<file path="config.mk">
export PLATFORM = sky130hd
export DESIGN_NAME = fetch_unit
export DESIGN_NICKNAME = d
export VERILOG_FILES = /design/src/rtl/fetch_pkg.sv /design/src/rtl/fetch_buffer.sv /design/src/rtl/fetch_unit.sv
export SDC_FILE = /design/constraint.sdc
export NUM_CORES = 1
export LEC_CHECK = 0
export BUFFER_PORTS_ARGS = -buffer_cell sky130_fd_sc_hd__buf_2
export CAP_MARGIN = 20
export CORE_MARGIN = 4
export CORE_UTILIZATION = 55
export CTS_CLUSTER_SIZE = 25
export DETAILED_ROUTE_END_ITERATION = 8
export GPL_TIMING_DRIVEN = 0
export PLACE_DENSITY = 0.8
export SLEW_MARGIN = 20
export SYNTH_ARGS = -nofsm -noshare
export SYNTH_HDL_FRONTEND = slang
export SYNTH_SLANG_ARGS = --single-unit
export TNS_END_PERCENT = 20
</file>
<file path="constraint.sdc">
create_clock -name clk -period 6.69 [get_ports clk]
set_input_delay 0.669 -clock clk [delete_from_list [all_inputs] [get_ports clk]]
set_output_delay 0.669 -clock clk [all_outputs]
set_load 0.1 [all_outputs]
</file>
<file path="src/rtl/fetch_pkg.sv">
// Shared types and constants for the instruction-fetch stage and its fetch buffer.
package fetch_pkg;

    typedef enum logic [1:0] {
        ST_FETCH = 2'd0,  // nothing outstanding
        ST_WAIT  = 2'd1,  // one request outstanding, response wanted
        ST_DROP  = 2'd2   // one request outstanding, response to be discarded
    } fetch_state_e;

    localparam int DEFAULT_INSTR_BYTES = 4;

    // A buffered fetch entry is {pc, instruction}.
    function automatic int entry_width(input int xlen, input int ilen);
        return xlen + ilen;
    endfunction

endpackage

</file>
<file path="src/rtl/fetch_buffer.sv">
// Synchronous FIFO between fetch and decode; wrap-bit pointers give full/empty/count.
module fetch_buffer #(
    parameter int WIDTH = 96,
    parameter int DEPTH = 2
) (
    input  logic                     clk,
    input  logic                     reset,
    input  logic                     push_i,
    input  logic                     pop_i,
    input  logic                     flush_i,
    input  logic [WIDTH-1:0]         push_data_i,
    output logic                     full_o,
    output logic                     empty_o,
    output logic [$clog2(DEPTH):0]   count_o,
    output logic [WIDTH-1:0]         head_data_o
);

    localparam int AW = $clog2(DEPTH);

    logic [AW:0]      wr_ptr_q, wr_ptr_d;
    logic [AW:0]      rd_ptr_q, rd_ptr_d;
    logic [WIDTH-1:0] mem_q [DEPTH];
    logic             do_push;
    logic             do_pop;

    assign empty_o     = (wr_ptr_q == rd_ptr_q);
    assign full_o      = (wr_ptr_q[AW] != rd_ptr_q[AW]) && (wr_ptr_q[AW-1:0] == rd_ptr_q[AW-1:0]);
    assign count_o     = wr_ptr_q - rd_ptr_q;
    assign head_data_o = mem_q[rd_ptr_q[AW-1:0]];

    // A push into a full buffer is accepted only when the head leaves in the same cycle.
    assign do_pop  = pop_i && !empty_o && !flush_i;
    assign do_push = push_i && (!full_o || do_pop) && !flush_i;

    always_comb begin
        // NOTE: defaults first so no path leaves a _d signal unassigned (no latch).
        wr_ptr_d = wr_ptr_q;
        rd_ptr_d = rd_ptr_q;
        if (flush_i) begin
            wr_ptr_d = '0;
            rd_ptr_d = '0;
        end else begin
            if (do_push) wr_ptr_d = wr_ptr_q + (AW+1)'(1);
            if (do_pop)  rd_ptr_d = rd_ptr_q + (AW+1)'(1);
        end
    end

    always_ff @(posedge clk or posedge reset) begin
        // NOTE: non-blocking assignments for every register so all flops update together.
        if (reset) begin
            wr_ptr_q <= '0;
            rd_ptr_q <= '0;
        end else begin
            wr_ptr_q <= wr_ptr_d;
            rd_ptr_q <= rd_ptr_d;
        end
    end

    // NOTE: storage is deliberately not reset; the pointers alone define valid contents.
    always_ff @(posedge clk) begin
        if (do_push) mem_q[wr_ptr_q[AW-1:0]] <= push_data_i;
    end

endmodule

</file>
<file path="src/rtl/fetch_unit.sv">
// Instruction-fetch stage: PC sequencing, single-outstanding memory requests,
// redirect with in-flight response discard, and a small buffer toward decode.
module fetch_unit
    import fetch_pkg::*;
#(
    parameter int              XLEN        = 64,
    parameter int              ILEN        = 32,
    parameter logic [XLEN-1:0] RESET_PC    = '0,
    parameter int              BUF_DEPTH   = 2,
    parameter int              INSTR_BYTES = DEFAULT_INSTR_BYTES
) (
    input  logic            clk,
    input  logic            reset,
    output logic            mem_req_valid,
    input  logic            mem_req_ready,
    output logic [XLEN-1:0] mem_req_addr,
    input  logic            mem_resp_valid,
    input  logic [ILEN-1:0] mem_resp_data,
    input  logic            redirect_valid,
    input  logic [XLEN-1:0] redirect_pc,
    output logic            if_valid,
    input  logic            if_ready,
    output logic [XLEN-1:0] if_pc,
    output logic [ILEN-1:0] if_instr
);

    localparam int              EW         = entry_width(XLEN, ILEN);
    localparam int              CW         = $clog2(BUF_DEPTH) + 1;
    localparam int              OFF_BITS   = $clog2(INSTR_BYTES);
    localparam logic [XLEN-1:0] ALIGN_MASK = {XLEN{1'b1}} << OFF_BITS;
    localparam logic [XLEN-1:0] PC_STEP    = XLEN'(INSTR_BYTES);

    fetch_state_e    state_q;
    logic [XLEN-1:0] pc_q;
    logic [XLEN-1:0] req_pc_q;

    logic            buf_full;
    logic            buf_empty;
    logic [CW-1:0]   buf_count;
    logic [EW-1:0]   buf_head;

    logic            resp_take;
    logic            push;
    logic            pop;
    logic            can_issue_state;
    logic [CW:0]     occupancy;
    logic            credit;
    logic            req_fire;

    // Redirect kills the head combinationally so decode never sees a stale instruction.
    assign if_valid = !buf_empty && !redirect_valid;
    assign pop      = if_valid && if_ready;
    assign if_pc    = buf_head[EW-1 -: XLEN];
    assign if_instr = buf_head[ILEN-1:0];

    assign resp_take = (state_q == ST_WAIT) && mem_resp_valid;
    assign push      = resp_take && !redirect_valid && (!buf_full || pop);

    // Buffered entries plus the wanted in-flight response, net of this cycle's pop.
    // A response landing this cycle moves from in-flight to buffered, so it counts once.
    assign occupancy = {1'b0, buf_count}
                     + {{CW{1'b0}}, (state_q == ST_WAIT)}
                     - {{CW{1'b0}}, pop};
    assign credit    = occupancy < (CW+1)'(BUF_DEPTH);

    assign can_issue_state = (state_q == ST_FETCH) || resp_take;
    assign mem_req_valid   = !reset && !redirect_valid && can_issue_state && credit;
    assign mem_req_addr    = pc_q;
    assign req_fire        = mem_req_valid && mem_req_ready;

    always_ff @(posedge clk or posedge reset) begin
        if (reset) begin
            state_q  <= ST_FETCH;
            pc_q     <= RESET_PC;
            req_pc_q <= RESET_PC;
        end else if (redirect_valid) begin
            pc_q <= redirect_pc & ALIGN_MASK;
            // A response arriving now is the one in flight; with it gone nothing is left to drop.
            if (state_q != ST_FETCH && !mem_resp_valid) state_q <= ST_DROP;
            else                                        state_q <= ST_FETCH;
        end else begin
            if (req_fire) begin
                req_pc_q <= pc_q;
                pc_q     <= pc_q + PC_STEP;
            end
            unique case (state_q)
                ST_FETCH: if (req_fire) state_q <= ST_WAIT;
                ST_WAIT:  if (mem_resp_valid) state_q <= req_fire ? ST_WAIT : ST_FETCH;
                ST_DROP:  if (mem_resp_valid) state_q <= ST_FETCH;
                default:  state_q <= ST_FETCH;
            endcase
        end
    end

    fetch_buffer #(
        .WIDTH (EW),
        .DEPTH (BUF_DEPTH)
    ) u_buffer (
        .clk         (clk),
        .reset       (reset),
        .push_i      (push),
        .pop_i       (pop),
        .flush_i     (redirect_valid),
        .push_data_i ({req_pc_q, mem_resp_data}),
        .full_o      (buf_full),
        .empty_o     (buf_empty),
        .count_o     (buf_count),
        .head_data_o (buf_head)
    );

endmodule

</file>
==> run metrics <==
status=finished, final reports clean; Post-synth ARST share=0.409; Multi-input gate area=4300 um^2; warnings from Yosys=0; Fin. Hold Viols=0; Peak VDD IR=0.292 mV; Reg area=8900 um^2; top cells by area, synth=edfxtp_1 (42%), dfrtp_1 (24%), mux2_2 (8.0%); first drt pass iteration count=6; Startpoint Class=register; first-pass GRT wire length=57.1 mm; syn avg cell area=12.4 um^2; Cells after Synth=1086; Die ar.=27000 um^2; Final Max Slew Viols=0; H-tree depth=1; IO Count=264; cts hold-fix bufs=0; PwrDens=351 nW/um^2; drc violations=0; drt total wl=38.2 mm; gp weighted congestion=0.940; post-cts gate resize count=0; gr busiest metal=met2; Max clock buf depth=3; Post-synth EDFFs=188; RSZ-0062 raised after global routing=false; met3 usage=0.0549; Starting DRT DRC Count=1214; vias in the first global route=10200; Hold Crit Class=primary input to asynchronous set/reset pin; die height=164 um; initial antenna violation count=1; Critical Path AT=5.38 ns; overall routing resource usage=0.277; CTS root buf=clkbuf_16; Layout Cells excl Fill=1733; P&R area growth vs syn=21.9%; ANT nets after route=0; post-synthesis sequential area ratio=0.662; Die Width=164 um; row cnt=56; PortBufs=257; post-synthesis instance area=13500 um^2; clk_skew=0.0115 ns; Final period util=0.730; minimum clock period=4.89 ns; worst rel slew slack=0.323; fillers=1701; Inst Count DP=1675; most frequent cell after synthesis=nand2_1; critical path fanouts, max=10; Final setup viols=0; Peak Freq=205 MHz; via count=10300; Synth top cells by count=nand2_1 (274), edfxtp_1 (188), dfrtp_1 (130), mux2_2 (95), o21ai_0 (49); Yosys reg bits=318; Cell variety after synth=51; vias per inst=5.96; core area=23800 um^2; commonest register cell after synthesis=edfxtp_1; # nets final=1495; P_leak=6.76 nW; largest net degree at the start of global routing=73; clock latency on the worst-skew pair=0.56 ns; share of the synthesized area in the top cell type=0.420; clk slew on worst S/H paths=0.06 ns; CTS Buf Count=31; Worst Path Required=7.18 ns; type of the worst setup path=register to register; maxcap violations=0; Synth area leader=edfxtp_1; postcts setup bufs=0; mean routed wirelength per cell=22.1 um; CTS tree=yes; Initial Util=0.566; Remaining Overflow, GRT=0; clock tree sinks=318; layout cells sized above 1=0.300; Core Util, Final=0.690; post-DP HPWL=27.2 mm; CP Capture Type=register; met2 usage=0.443; routing usage on met1=0.372; Slew @ Worst Pin=1.01 ns
[cell type report]
class                      instances  share of cell area
antenna                            1            0.000153
buffer                            60              0.0151
clock buffer                      46              0.0532
clock inverter                    11             0.00641
inverter                          12             0.00321
multi-input combinational        699               0.262
sequential                       318               0.543
tap                              319              0.0243
timing repair buffer             267              0.0925
[stage by stage]
| step | setup WS [ns] | TNS [ns] | area [um^2] | total power [mW] | hold slack (ns) |
|---|---|---|---|---|---|
| final | 1.80 | 0 | 16400 | 5.76 | 0.132 |
| after CTS | 1.92 | 0 | 16400 | 5.77 | 0.146 |
| after detailed placement | 1.97 | 0 | 15400 | 4.10 | 0.454 |
| after global routing | 1.54 | 0 | 16400 | 5.97 | 0.163 |
| after global placement | -1.24 | -267.17 | 15100 | 4.04 | 0.445 |
| after floorplan | 1.20 | 0 | 13500 | 3.74 | 0.442 |
[logic make-up (layout without fill, tap and decap cells)]
group | after synthesis | in the layout | share of synthesized area
DFF | 318 | 318 | 0.662
adders and majority gates | 4 | 4 | 0.00428
and+or+nand+nor | 435 | 435 | 0.149
muxes | 101 | 101 | 0.0840
xor gates and xnor gates | 7 | 7 | 0.00567
buffers and inverters | 72 | 396 | 0.0218
other | 1 | 5 | 0.000279
AOI/OAI and AO/OA | 148 | 148 | 0.0734
[power breakdown]
group	total (mW)	internal (mW)	switching, mW
combinational	1.38	0.286	1.10
sequential	2.69	2.44	0.249
clock	1.69	0.973	0.715
[per-layer routing]
layer | part of all wire | vias to the layer above
met4 | 0.045 | 0
met1 | 0.39 | 5038
met3 | 0.097 | 112
li1 | - | 4589
met5 | 0 | -
met2 | 0.47 | 584
[worst max-delay path: stages, from the launching register on]
cell and delay [ns]:
dfrtp_1 0.41, inv_1 0.15, ha_1 0.30, a21oi_1 0.21
and2_1 0.22, ha_1 0.24, or2_2 0.28, fa_1 0.39
xor3_1 0.41, nand3_1 0.46, clkbuf_1 0.49, clkbuf_1 0.46
clkbuf_1 0.54, nand2_1 0.15, nand2_1 0.10
[layout by cell type (no fill, tap or decap), types with 5 or more instances in the layout]
cell type,count
clkbuf_16,31
mux2_2,95
mux2i_1,6
a221o_1,10
buf_16,6
nor4_1,7
nor3_1,7
o211ai_1,11
edfxtp_1,188
buf_4,5
nand4_1,28
or4_1,7
buf_2,261
and4_1,7
nand3_1,32
buf_1,6
a21o_1,5
nor2_1,32
and2_1,9
a31oi_1,13
and3_1,10
nand2_1,274
clkbuf_1,57
o21ai_0,49
a21oi_1,23
o311ai_0,25
dfrtp_1,130
inv_1,11
clkinv_1,5
[path summary, 6_finish.rpt]
| check | slack, ns | start | cells after the start | to |
|---|---|---|---|---|
| setup / recovery | 1.80 | u_buffer.wr_ptr_q[0] | 14 | req_pc_q[56] |
| hold / removal | 0.13 | reset | 2 | req_pc_q[3] |
| setup reg to reg | 1.80 | u_buffer.wr_ptr_q[0] | 14 | req_pc_q[56] |
| hold reg to reg | 0.47 | req_pc_q[17] | 0 | u_buffer.mem_q[0][49] |
| max in group asynchronous | 5.82 | reset | 3 | req_pc_q[45] |
| min in group clk | 0.30 | mem_resp_data[19] | 1 | u_buffer.mem_q[0][19] |
[flip-flops by register name, summed over array words and instances (netlist names)]
| register | cells |
|---|---|
| state_q | 2 |
| u_buffer.wr_ptr_q | 2 |
| req_pc_q | 62 |
| mem_req_addr | 62 |
| u_buffer.rd_ptr_q | 2 |
| u_buffer.mem_q | 188 |
Note: power is estimated with default switching activity, not from simulation.
